`src/rtl/flood_pkg.sv`:
```
// Shared types and constants for the flood-fill turn sequencer.
package flood_pkg;

  localparam int MAX_SIZE = 26;
  localparam int COLOR_W  = 3;

  typedef enum logic [2:0] {
    S_IDLE,
    S_START,
    S_READY,
    S_ISSUE,
    S_FILL,
    S_SCAN,
    S_WON,
    S_LOST
  } state_t;

  // Move budget for a game: edge + 2*colors - 1. The caller truncates the
  // result to its counter width.
  function automatic logic [7:0] move_limit(logic [4:0] size, logic [3:0] colors);
    return {3'b000, size} + {3'b000, colors, 1'b0} - 8'd1;
  endfunction

endpackage

```
`src/rtl/board_scanner.sv`:
```
// Row-major board address generator. Held at (0,0) while start is high,
// advances one cell per step, flags the last cell of a size x size board.
module board_scanner
  import flood_pkg::*;
#(
  parameter int MAX_SIZE = flood_pkg::MAX_SIZE
) (
  input  logic       CLOCK,
  input  logic       RESET_N,
  input  logic       start,
  input  logic       step,
  input  logic [4:0] size,
  output logic [4:0] row,
  output logic [4:0] col,
  output logic       last
);

  localparam logic [4:0] MAX_S = 5'(MAX_SIZE);

  logic [4:0] lim;

  // Oversized boards are clamped so the scan never runs past the array.
  always_comb begin
    lim  = ((size > MAX_S) ? MAX_S : size) - 5'd1;
    last = (row == lim) && (col == lim);
  end

  // Address register: restart at the corner, otherwise walk row-major.
  always_ff @(posedge CLOCK or negedge RESET_N) begin
    if (!RESET_N) begin
      row <= '0;
      col <= '0;
    end else if (start) begin
      row <= '0;
      col <= '0;
    end else if (step) begin
      if (col == lim) begin
        col <= '0;
        row <= row + 5'd1;
      end else begin
        col <= col + 5'd1;
      end
    end
  end

endmodule

```
`src/rtl/turn_sequencer.sv`:
```
// Turn sequencer: starts a game, qualifies player presses, hands each move
// to the fill engine, then scans the board to decide win / loss / continue.
module turn_sequencer
  import flood_pkg::*;
#(
  parameter int MAX_SIZE = 26,
  parameter int MOVE_W   = 6
) (
  input  logic               CLOCK,
  input  logic               RESET_N,
  input  logic               NEW_GAME,
  input  logic [4:0]         SIZE,
  input  logic [3:0]         COLOR_NUM,
  input  logic               BTN_VALID,
  input  logic [2:0]         BTN_COLOR,
  output logic               BEGIN_GAME,
  input  logic               STARTED_GAME,
  output logic [2:0]         COLOR_SELECTED,
  output logic               COLOR_SEL_SIG,
  input  logic               CHANGING_COLOR,
  output logic [4:0]         SCAN_ROW,
  output logic [4:0]         SCAN_COL,
  input  logic [2:0]         SCAN_COLOR,
  output logic [MOVE_W-1:0]  MOVE_COUNT,
  output logic [MOVE_W-1:0]  MOVES_LEFT,
  output logic               GAME_WON,
  output logic               GAME_LOST,
  output logic               BUSY
);

  state_t              state, nxt;
  logic [4:0]          size_q;
  logic [3:0]          colors_q;
  logic [COLOR_W-1:0]  corner;
  logic [COLOR_W-1:0]  color_sel;
  logic [MOVE_W-1:0]   move_cnt, moves_left;
  logic                scan_first, scan_last, scan_start, scan_step, accept;
  logic                won_q, lost_q;

  // Scanner is held at the corner whenever the next state is not SCAN, so
  // READY always looks at (0,0) and an aborted scan restarts cleanly.
  board_scanner #(.MAX_SIZE(MAX_SIZE)) u_scan (
    .CLOCK   (CLOCK),
    .RESET_N (RESET_N),
    .start   (scan_start),
    .step    (scan_step),
    .size    (size_q),
    .row     (SCAN_ROW),
    .col     (SCAN_COL),
    .last    (scan_last)
  );

  // State register.
  always_ff @(posedge CLOCK or negedge RESET_N) begin
    if (!RESET_N) state <= S_IDLE;
    else          state <= nxt;
  end

  // Next-state and handshake outputs. NEW_GAME overrides everything.
  always_comb begin
    nxt        = state;
    accept     = 1'b0;
    scan_step  = 1'b0;
    BEGIN_GAME    = (state == S_START);
    COLOR_SEL_SIG = (state == S_ISSUE);
    BUSY = (state == S_START) || (state == S_ISSUE) ||
           (state == S_FILL)  || (state == S_SCAN);
    if (NEW_GAME) begin
      nxt = S_START;
    end else begin
      case (state)
        S_START: if (STARTED_GAME) nxt = S_READY;
        S_READY: begin
          if (BTN_VALID && ({1'b0, BTN_COLOR} < colors_q) && (BTN_COLOR != SCAN_COLOR)) begin
            accept = 1'b1;
            nxt    = S_ISSUE;
          end
        end
        S_ISSUE: if (CHANGING_COLOR)  nxt = S_FILL;
        S_FILL:  if (!CHANGING_COLOR) nxt = S_SCAN;
        S_SCAN: begin
          // First scan cycle only captures the corner colour.
          if (!scan_first) begin
            if (SCAN_COLOR != corner)
              nxt = (moves_left == '0) ? S_LOST : S_READY;
            else if (scan_last)
              nxt = S_WON;
            else
              scan_step = 1'b1;
          end
        end
        default: ;
      endcase
    end
    scan_start = (nxt != S_SCAN);
  end

  // Game setup, move counters and selected colour.
  always_ff @(posedge CLOCK or negedge RESET_N) begin
    if (!RESET_N) begin
      size_q     <= '0;
      colors_q   <= '0;
      move_cnt   <= '0;
      moves_left <= '0;
      color_sel  <= '0;
    end else if (NEW_GAME) begin
      size_q     <= SIZE;
      colors_q   <= COLOR_NUM;
      move_cnt   <= '0;
      moves_left <= MOVE_W'(move_limit(SIZE, COLOR_NUM));
      color_sel  <= '0;
    end else if (accept) begin
      color_sel <= BTN_COLOR;
      if (move_cnt != '1)   move_cnt   <= move_cnt + 1'b1;
      if (moves_left != '0) moves_left <= moves_left - 1'b1;
    end
  end

  // Scan bookkeeping: first-cycle flag and captured corner colour.
  always_ff @(posedge CLOCK or negedge RESET_N) begin
    if (!RESET_N) begin
      scan_first <= 1'b0;
      corner     <= '0;
    end else begin
      scan_first <= (nxt == S_SCAN) && (state != S_SCAN);
      if (state == S_SCAN && scan_first) corner <= SCAN_COLOR;
    end
  end

  // Registered result flags; they follow the terminal states, so they stay
  // set until NEW_GAME moves the FSM to START.
  always_ff @(posedge CLOCK or negedge RESET_N) begin
    if (!RESET_N) begin
      won_q  <= 1'b0;
      lost_q <= 1'b0;
    end else begin
      won_q  <= (nxt == S_WON);
      lost_q <= (nxt == S_LOST);
    end
  end

  assign COLOR_SELECTED = color_sel;
  assign MOVE_COUNT     = move_cnt;
  assign MOVES_LEFT     = moves_left;
  assign GAME_WON       = won_q;
  assign GAME_LOST      = lost_q;

endmodule

```
`config.mk`:
```
export PLATFORM = sky130hd
export DESIGN_NAME = turn_sequencer
export DESIGN_NICKNAME = d
export VERILOG_FILES = /design/src/rtl/flood_pkg.sv /design/src/rtl/board_scanner.sv /design/src/rtl/turn_sequencer.sv
export SDC_FILE = /design/constraint.sdc
export NUM_CORES = 1
export LEC_CHECK = 0
export CAP_MARGIN = 20
export CELL_PAD_IN_SITES_DETAIL_PLACEMENT = 0
export CELL_PAD_IN_SITES_GLOBAL_PLACEMENT = 1
export CORE_MARGIN = 5
export CORE_UTILIZATION = 43
export CTS_CLUSTER_SIZE = 14
export DETAILED_ROUTE_END_ITERATION = 7
export PLACE_DENSITY = 0.85
export SLEW_MARGIN = 20
export SYNTH_ARGS = -nofsm -noshare
export SYNTH_HDL_FRONTEND = slang
export SYNTH_SLANG_ARGS = --single-unit
```
`constraint.sdc`:
```
create_clock -name CLOCK -period 5.3 [get_ports CLOCK]
set_input_delay 1.06 -clock CLOCK [delete_from_list [all_inputs] [get_ports CLOCK]]
set_output_delay 1.06 -clock CLOCK [all_outputs]
set_load 0.01 [all_outputs]
```
==> qor.yml <==
sta:
  timing.final.crit_share_pct: 61.0
  fin_worst_skew_ps: 8.18
  setup-violations-final: 0
  worst_slack_ps: 2070
  grt_setup_unrepaired: "no"
  slew_viol_final: 0
  slew_headroom_pct: 48.2
  tns_ps: 0
  hold_violations: 0
  final.min_clock_period_ps: 3230
  fmaxAchievable_mhz: 309
  worstMarginPinSlew_ps: 771
logic_synthesis:
  ys_async_sr_fraction_pct: 100
  synth_cell_types: 53
  synth_fp_nets: 351
  syn_area_sq_mm: 0.00284
  synthCells: 314
  yosysWarnings: 0
  ys_seq_area_share_pct: 37.9
  synth_edf_count: 0
  avgSynthCellArea_sq_um: 9.05
  synth_ff_type: "dfrtp_1"
  synth_seq_cells: 43
global_routing:
  track_usage_pct: 16.6
  grt_pass1_wl_microns: 11400
  grt_pass1_vias: 2378
  grt_max_degree: 44
  gr-total-overflow: 0
  grt_antenna_before_repair: 0
die:
  fp.coreArea_sq_mm: 0.00639
  start_util_pct: 44.5
  rows: 29
  die_area_sq_mm: 0.00834
  fp.dieH_microns: 91.3
  fp.dieW_microns: 91.3
  ios: 51
place:
  placed_cell_area_sq_mm: 0.00339
  io_buffers: 50
  place_congestion: 0.773
  pre_cts_ws_ps: 1380
  dpl.hpwl_microns: 5010
drt:
  routed_wl_microns: 6610
  detail_route.wl_per_cell_microns: 15.1
  firstDrtPassIters: 4
  drt_iter0_drc: 51
  drc_errors: 0
  ant_nets: 0
  via_per_inst: 5.36
  dr_total_vias: 2348
cts:
  clock_sinks: 43
  cts_repair_resize_count: 0
  postCtsHoldBufs: 0
  cts_made_buffers: 5
  insertion_delay_ps: 300
  h-tree-depth: 2
  clk_path_buf_depth: 2
  cts_setup_buffers: 0
  clk_pin_slew_ps: 90
  clock-root-buffer: "clkbuf_8"
  cts_tree: "done"
cells_and_area:
  insertedDiodeCount: 0
  syn_to_final_growth_pct: 22.4
  nNetsFinal: 397
  n_fill_cell: 595
  drive_gt1_share_pct: 8.31
  final_core_util_pct: 54.5
  ff_latch_area_sq_mm: 0.00108
  fin_area_sq_mm: 0.00348
  multi_input_area_sq_mm: 0.00159
worst_setup_path:
  slowest_delay_ps: 580
  path_delay_family: "compound AO/OA/AOI/OAI gates"
  cp_data_arrival_time_ps: 3410
  critPathCapture: "u_scan.col[1]"
  crit_path_end_kind: "flip-flop"
  crit_slowest_cell: "o21ai_2"
  startpoint_type: "input pin"
  crit_top_cell: "a21oi_1"
  worstSetupPathDepth: 8
  reg2reg_depth: 10
  rr_endpoint: "u_scan.col[1]"
  timing_worst_setup_path_type: "in2reg"
  critPathMaxFanout: 16
  path_buf_inv: 1
  worst_ep_required_time_ps: 5470
  r2r-start: "size_q[3]"
  crit_start: "BTN_COLOR[1]"
  reg2reg_slack_ps: 2100
  path_cells: "clkdlybuf4s50_1, ha_1, a21o_1, a21oi_1, o21ai_2, a21oi_1, o22ai_2, nor2_1"
pwr:
  p_per_area_mw_per_mm2: 262
  pwr-share-comb_pct: 31.7
  cellLeakagePower_uw: 0.00153
  pwr-share-clk_pct: 22.8
  internal-power_uw: 608
  total_power_uw: 913
  seq_power_share_pct: 45.5
  vdd_drop_max_v: 0.000133
  net-switching-power_uw: 305
  sw_frac_of_total_pct: 33.4
job:
  cap_violations: 0
outcome:
  status: "complete, no violations"
hold_path:
  hp-class: "reg2reg"
==> sequential cells by signal, summed over array words and instances (netlist names) <==
name            flops
COLOR_SELECTED      3
GAME_LOST           1
GAME_WON            1
MOVES_LEFT          6
MOVE_COUNT          6
colors_q            4
corner              3
scan_first          1
size_q              5
state               3
u_scan.col          5
u_scan.row          5
==> area by class of cell <==
type	count	area share (%)
multi-input combinational	225	45.7
sequential	43	30.9
timing repair buffer	51	14.5
inverter	34	3.67
tap	77	2.77
clock buffer	6	2.09
clock inverter	2	0.360
==> worst reg2reg max path, stage by stage, from the launching register on <==
cell and delay, ps:
dfrtp_1 580, o211a_1 250, nand2b_1 170, ha_1 310
nor3b_1 370, xnor2_1 160, nand2_1 80, nor3_1 420
a211oi_1 180, o22ai_2 460, nor2_1 100
==> cells in the final DEF (no fill, tap or decap), types with 10 or more instances in the layout <==
| cell type | count |
|---|---|
| a21oi_1 | 19 |
| xor2_1 | 10 |
| mux2_2 | 10 |
| o21ai_0 | 17 |
| inv_1 | 34 |
| clkdlybuf4s50_1 | 49 |
| nand2_1 | 18 |
| ha_1 | 15 |
| nand3_1 | 10 |
| xnor2_1 | 18 |
| nor2_1 | 26 |
| dfrtp_1 | 43 |
| nor3_1 | 11 |
==> cells in the mapped netlist (5+ instances only) <==
cell type,n,share of area [%]
ha_1,15,6.6
nand2b_1,5,1.1
nor3_1,11,1.9
mux2i_1,9,3.2
dfrtp_1,43,38
o21ai_0,17,3.0
a21oi_1,19,3.3
nand2_1,18,2.4
nand3_1,10,1.8
xor2_1,10,3.1
inv_1,34,4.5
mux2_2,10,4.0
clkbuf_1,10,1.3
xnor2_1,18,5.5
nor2_1,26,3.4
==> worst min-delay path by stage <==
stage / depth (start not counted) / from / end / slack [ps]
2_1_floorplan: 1 / colors_q[3] / colors_q[3] / 480
3_3_place_gp: 1 / colors_q[0] / colors_q[0] / 500
3_5_place_dp: 1 / colors_q[0] / colors_q[0] / 500
4_1_cts: 1 / colors_q[0] / colors_q[0] / 520
5_1_grt: 1 / colors_q[0] / colors_q[0] / 560
6_report: 1 / colors_q[0] / colors_q[0] / 530
==> per-stage QoR <==
step / cells / hold WS (ps)
CTS: 438 / 521
finish: 438 / 528
detailed placement: 430 / 501
global route: 438 / 555
global placement: 430 / 503
floorplan: 314 / 481
==> routing by layer <==
metal  global-route usage (%)  share of wire, %  vias to the layer above  routed length [microns]
met5                        0                 0                        -                        0
met2                     28.5                49                       38                     3230
met1                     20.8                46                     1121                     3030
li1                         -                 -                     1177                        -
met4                     5.26               2.1                        0                      140
met3                     3.55               3.3                       12                      219
==> cells by family (layout without fill, tap and decap cells) <==
| group | count (synthesis) | after routing | share of synthesized area, % |
|---|---|---|---|
| buffers and inverters | 46 | 93 | 6.38 |
| AO/OA/AOI/OAI | 65 | 65 | 15.0 |
| adder cells (fa/ha/maj) | 16 | 16 | 7.31 |
| AND/OR/NAND/NOR | 97 | 97 | 17.7 |
| multiplexers | 19 | 19 | 7.13 |
| flip-flops | 43 | 43 | 37.9 |
| XOR/XNOR | 28 | 28 | 8.63 |
==> power groups by stage <==
| stage | Sequential (uW) | Clock [uW] | Combinational [uW] |
|---|---|---|---|
| floorplan | 408 | 0 | 191 |
| global route | 422 | 231 | 325 |
| global placement | 419 | 0 | 285 |
| finish | 415 | 208 | 290 |
| detailed placement | 421 | 0 | 291 |
| CTS | 414 | 214 | 293 |
Power figures use the tool's default switching activity.
==> edit 1, RTL diff (config.mk and constraints unchanged) <==
Put one more register stage on the output `GAME_LOST`. The value now appears one clock later. The other outputs are not delayed to match.
--- a/src/rtl/turn_sequencer.sv
+++ b/src/rtl/turn_sequencer.sv
@@ -145,3 +145,5 @@
   assign GAME_WON       = won_q;
-  assign GAME_LOST      = lost_q;
+  always_ff @(posedge CLOCK) begin
+    GAME_LOST <= lost_q;
+  end
 
Formal check against the unedited RTL: not equivalent (a bounded check fails within 10 cycles, from zero or initial values and one cycle with RESET_N low).
==> edit 1 against the original RTL <==
- non-clock buffer count unchanged
- design area up 0.83%
- setup slack better by 0.039 ns
- synthesized area up 0.70%
- sequential share of layout area up 0.32 points
- power up 2.0%
- die area up 0.63%
- via count down 0.34%
- first-iteration DRC count up 20%
- sequential cell count up 1
- wire length down 1.3%
- utilization up 0.14 points
- critical path type unchanged
==> edit 1: results (changes against the original RTL) <==
metric,value,unit,change
initial drt markers,61,,was 51
top post-synthesis cells by area,"dfrtp_1 38%, ha_1 6.6%, xnor2_1 5.5%",,unchanged
DR vias/cell,5.33,,was 5.36
sequential fraction of the synthesis area,38.3,%,was 37.9%
Fill cells,582,,was 595
status,"finished, final reports clean",,unchanged
list of most frequent post-synthesis cells,"43 x dfrtp_1, 34 x inv_1, 26 x nor2_1",,unchanged
Adder-Cell Fraction of Synth Area,7.26,%,was 7.31%
hold path endpoint,GAME_LOST$_DFF_P_,,was colors_q[0]$_DFFE_PN0P_
first-pass GRT wire length,11200,microns,was 11400 microns
Slowest cell on crit path,o21ai_2,,unchanged
Compound-Gate Fraction of Synth Area,14.9,%,was 15.0%
vias in the first global route,2321,,was 2378
worst hold path depth,0,,was 1
GR Util met1,20.9,%,was 20.8%
mux cell area share after synthesis,7.08,%,was 7.13%
"non-filler cells, final",439,,was 438
"Async S/R FF share, synth",97.7,%,was 100%
worst rel slew slack,51.0,%,was 48.2%
Worst Clk Skew,0.00709,ns,was 0.00818 ns
metal2 WL,3150,microns,was 3230 microns
Root Buffer,clkbuf_8,,unchanged
Hold Crit Start,lost_q$_DFF_PN0_,,was colors_q[0]$_DFFE_PN0P_
R2R Setup Slk,2.14,ns,was 2.10 ns
Lkg Pwr,0.00154,uW,was 0.00153 uW
Post-Synth XOR/XNOR Area,8.57,%,was 8.63%
Syn Area/Cell,9.09,sq um,was 9.05 sq um
Placed Area,0.00341,sq mm,was 0.00339 sq mm
syn_nets,352,,was 351
CTS buffer count,5,,unchanged
largest net degree at the start of global routing,44,,unchanged
GPL Wtd Cong,0.788,,was 0.773
M2 GR Usage,27.9,%,was 28.5%
DP HPWL,4890,microns,was 5010 microns
# diodes,0,,unchanged
VDD IR max,0.108,mV,was 0.133 mV
placed insts,431,,was 430
Critical Path End,u_scan.row[2]$_DFFE_PN0P_,,was u_scan.col[1]$_DFFE_PN0P_
WL/cell,14.9,microns,was 15.1 microns
count of cell types in the netlist,54,,was 53
Metal-1 WL,3090,microns,was 3030 microns
layout cells sized above 1,8.29,%,was 8.31%
hold slack,0.350,ns,was 0.528 ns
FMAX,313,MHz,was 309 MHz
GRT Total Usage,16.3,%,was 16.6%
met3 WL,222,microns,was 219 microns
WP data arrival,3.35,ns,was 3.41 ns
Post-Place Worst Slack,1.41,ns,was 1.38 ns
# nets final,398,,was 397
GR Layer Usage met3,3.64,%,was 3.55%
-- edit 1: changes by cell type in the layout (fill, tap and decap cells not counted) --
cell and change:
dfxtp_1 +1, clkinv_2 -1, clkbuf_8 +1
-- edit 1: final cells by class --
type | count | area [sq um] | area share, %
Sequential cell | 44 | 1100 | 31.2
Timing Repair Buffer | 51 | 505 | 14.4
Tap cell | 77 | 96.3 | 2.75
Multi-Input combinational cell | 225 | 1590 | 45.3
Inverter | 34 | 128 | 3.64
Clock buffer | 7 | 86.3 | 2.46
Clock inverter | 1 | 7.51 | 0.214
-- edit 1: where the power goes --
part	leakage [uW]	internal [uW]	switching (uW)
Clock	0.0000445	106	116
Sequential	0.000561	375	47.6
Combinational	0.000934	149	138
-- edit 1: logic make-up after synthesis --
family / Yosys count
mux: 19
compound gates: 65
buf+inv: 46
simple gates: 97
xor+xnor: 28
fa+ha+maj: 16
flops: 44
==> edit 2, RTL diff (same flow settings) <==
Without the edit above. `MOVE_W`: 6 -> 12.
--- a/src/rtl/turn_sequencer.sv
+++ b/src/rtl/turn_sequencer.sv
@@ -6,3 +6,3 @@
   parameter int MAX_SIZE = 26,
-  parameter int MOVE_W   = 6
+  parameter int MOVE_W   = 12
 ) (
Interface: changed (resized MOVES_LEFT and MOVE_COUNT); port bits go from 51 to 63. The function was not compared with the original's and may differ.
==> edit 2 against the original RTL <==
- first-iteration DRC count is 130% higher
- sequential cell count up 12
- design area grew 26%
- wire length increased by 27%
- setup slack lost 0.092 ns
- power increased by 20%
- sequential share of layout area is 0.41 points higher
- synthesized cell count grew 26%
- synthesized area is 28% higher
- critical path type is now reg2reg
- largest power group unchanged
==> edit 2: results (changes against the original RTL) <==
metric,value,unit,change
WP data arrival,3.49,ns,was 3.41 ns
# nets final,487,,was 397
initial antenna violation count,0,,unchanged
CTS buffer count,5,,unchanged
# diodes,0,,unchanged
first-pass iteration count of the detailed router,4,,unchanged
status,"finished, final reports clean",,unchanged
worst-path maximum fanout,12,,was 16
WL/cell,15.1,microns,about the same
Worst-path clk slew,0.11,ns,was 0.09 ns
vias in the first global route,3017,,was 2378
GRT Total Usage,17.1,%,was 16.6%
layout cells sized above 1,8.87,%,was 8.31%
top post-synthesis cells by area,"dfrtp_1 38%, xnor2_1 6.7%, ha_1 5.2%",,"was dfrtp_1 38%, ha_1 6.6%, xnor2_1 5.5%"
Lkg Pwr,0.00180,uW,was 0.00153 uW
DR vias/cell,5.44,,was 5.36
initial drt markers,119,,was 51
Main synth FF type,dfrtp_1,,unchanged
Root Buffer,clkbuf_8,,unchanged
Longest Clk Path Bufs,2,,unchanged
syn_nets,433,,was 351
Worst Clk Skew,0.0101,ns,was 0.00818 ns
Setup crit start,size_q[2]$_DFFE_PN0P_,,was BTN_COLOR[1]
GPL Wtd Cong,0.752,,was 0.773
htree depth,2,,unchanged
count of cell types in the netlist,56,,was 53
warnings from Yosys,0,,unchanged
slew at the pin with the worst max-slew slack,0.947,ns,was 0.771 ns
sequential fraction of the synthesis area,37.8,%,was 37.9%
DP HPWL,6230,microns,was 5010 microns
first-pass GRT wire length,14500,microns,was 11400 microns
VDD IR max,0.128,mV,was 0.133 mV
largest net degree at the start of global routing,56,,was 44
I/O Buffers,62,,was 50
Hold Path Class,reg2reg,,unchanged
list of most frequent post-synthesis cells,"55 x dfrtp_1, 40 x nor2_1, 28 x xnor2_1",,"was 43 x dfrtp_1, 34 x inv_1, 26 x nor2_1"
-- edit 2: cell count changes in the layout (fill, tap and decap cells not counted), moves of 10 or more --
cell	unedited run	this run
xnor2_1	18	28
dfrtp_1	43	55
nor2_1	26	40
clkdlybuf4s50_1	49	60
-- edit 2: kinds of logic after synthesis --
| family | after synthesis | synth area share, % |
|---|---|---|
| multiplexers | 17 | 5.02 |
| buffers and inverters | 44 | 5.37 |
| adder cells (fa/ha/maj) | 16 | 5.71 |
| flip-flops | 55 | 37.8 |
| XOR/XNOR | 43 | 10.4 |
| AO/OA/AOI/OAI | 66 | 11.8 |
| AND/OR/NAND/NOR | 155 | 23.9 |
-- edit 2: final timing paths --
kind	endpoint	slack (ns)	cells past startpoint
setup / recovery	u_scan.col[4]$_DFFE_PN0P_	1.98	10
hold / removal	colors_q[0]$_DFFE_PN0P_	0.53	1
setup reg to reg	u_scan.col[4]$_DFFE_PN0P_	1.98	10
hold reg to reg	colors_q[0]$_DFFE_PN0P_	0.53	1
max in group asynchronous	scan_first$_DFF_PN0_	3.97	2
min in group asynchronous	u_scan.col[4]$_DFFE_PN0P_	0.87	2
-- edit 2: report_power, final --
group / switching (uW) / internal [uW] / leakage, uW
sequential: 63.6 / 456 / 0.000723
clock: 145 / 95.4 / 0.0000418
combinational: 165 / 172 / 0.00103
-- edit 2: final cells by class --
class                   count  area, sq um
fillers                   781         3820
inverters                  26         97.6
repair buffers             65          633
well taps                 105          131
flip-flops and latches     55         1380
clock buffers               6         72.6
multi-input cells         297         2070
clock inverters             2         16.3
-- edit 2: worst max-delay path, cell delays in order (launching register included) --
cell and delay, ns:
dfrtp_1 0.53, o211ai_2 0.25, nand2_1 0.12, ha_1 0.35, xnor2_1 0.14, nor4_1 0.27
o21ai_1 0.14, or4_4 0.56, o21bai_2 0.19, a2bb2oi_2 0.51, a211oi_1 0.12
-- edit 2: stage by stage --
stage	hold WS (ns)	area (sq um)	std cells	worst slack (ns)	util (%)
after floorplan	0.482	3640	396	2.56	-
after global placement	0.493	4300	548	1.83	52.4
after detailed placement	0.502	4300	548	1.74	52.4
after CTS	0.525	4390	556	1.94	53.5
after global routing	0.543	4390	556	1.75	53.5
final	0.526	4390	556	1.98	53.5
-- edit 2: metal layers --
metal	vias up	global-route usage (%)	part of all wire, %
met5	-	0	0
met1	1462	23.7	47
li1	1494	-	-
met4	0	3.83	0.91
met3	7	3.00	3.9
met2	61	28.0	48
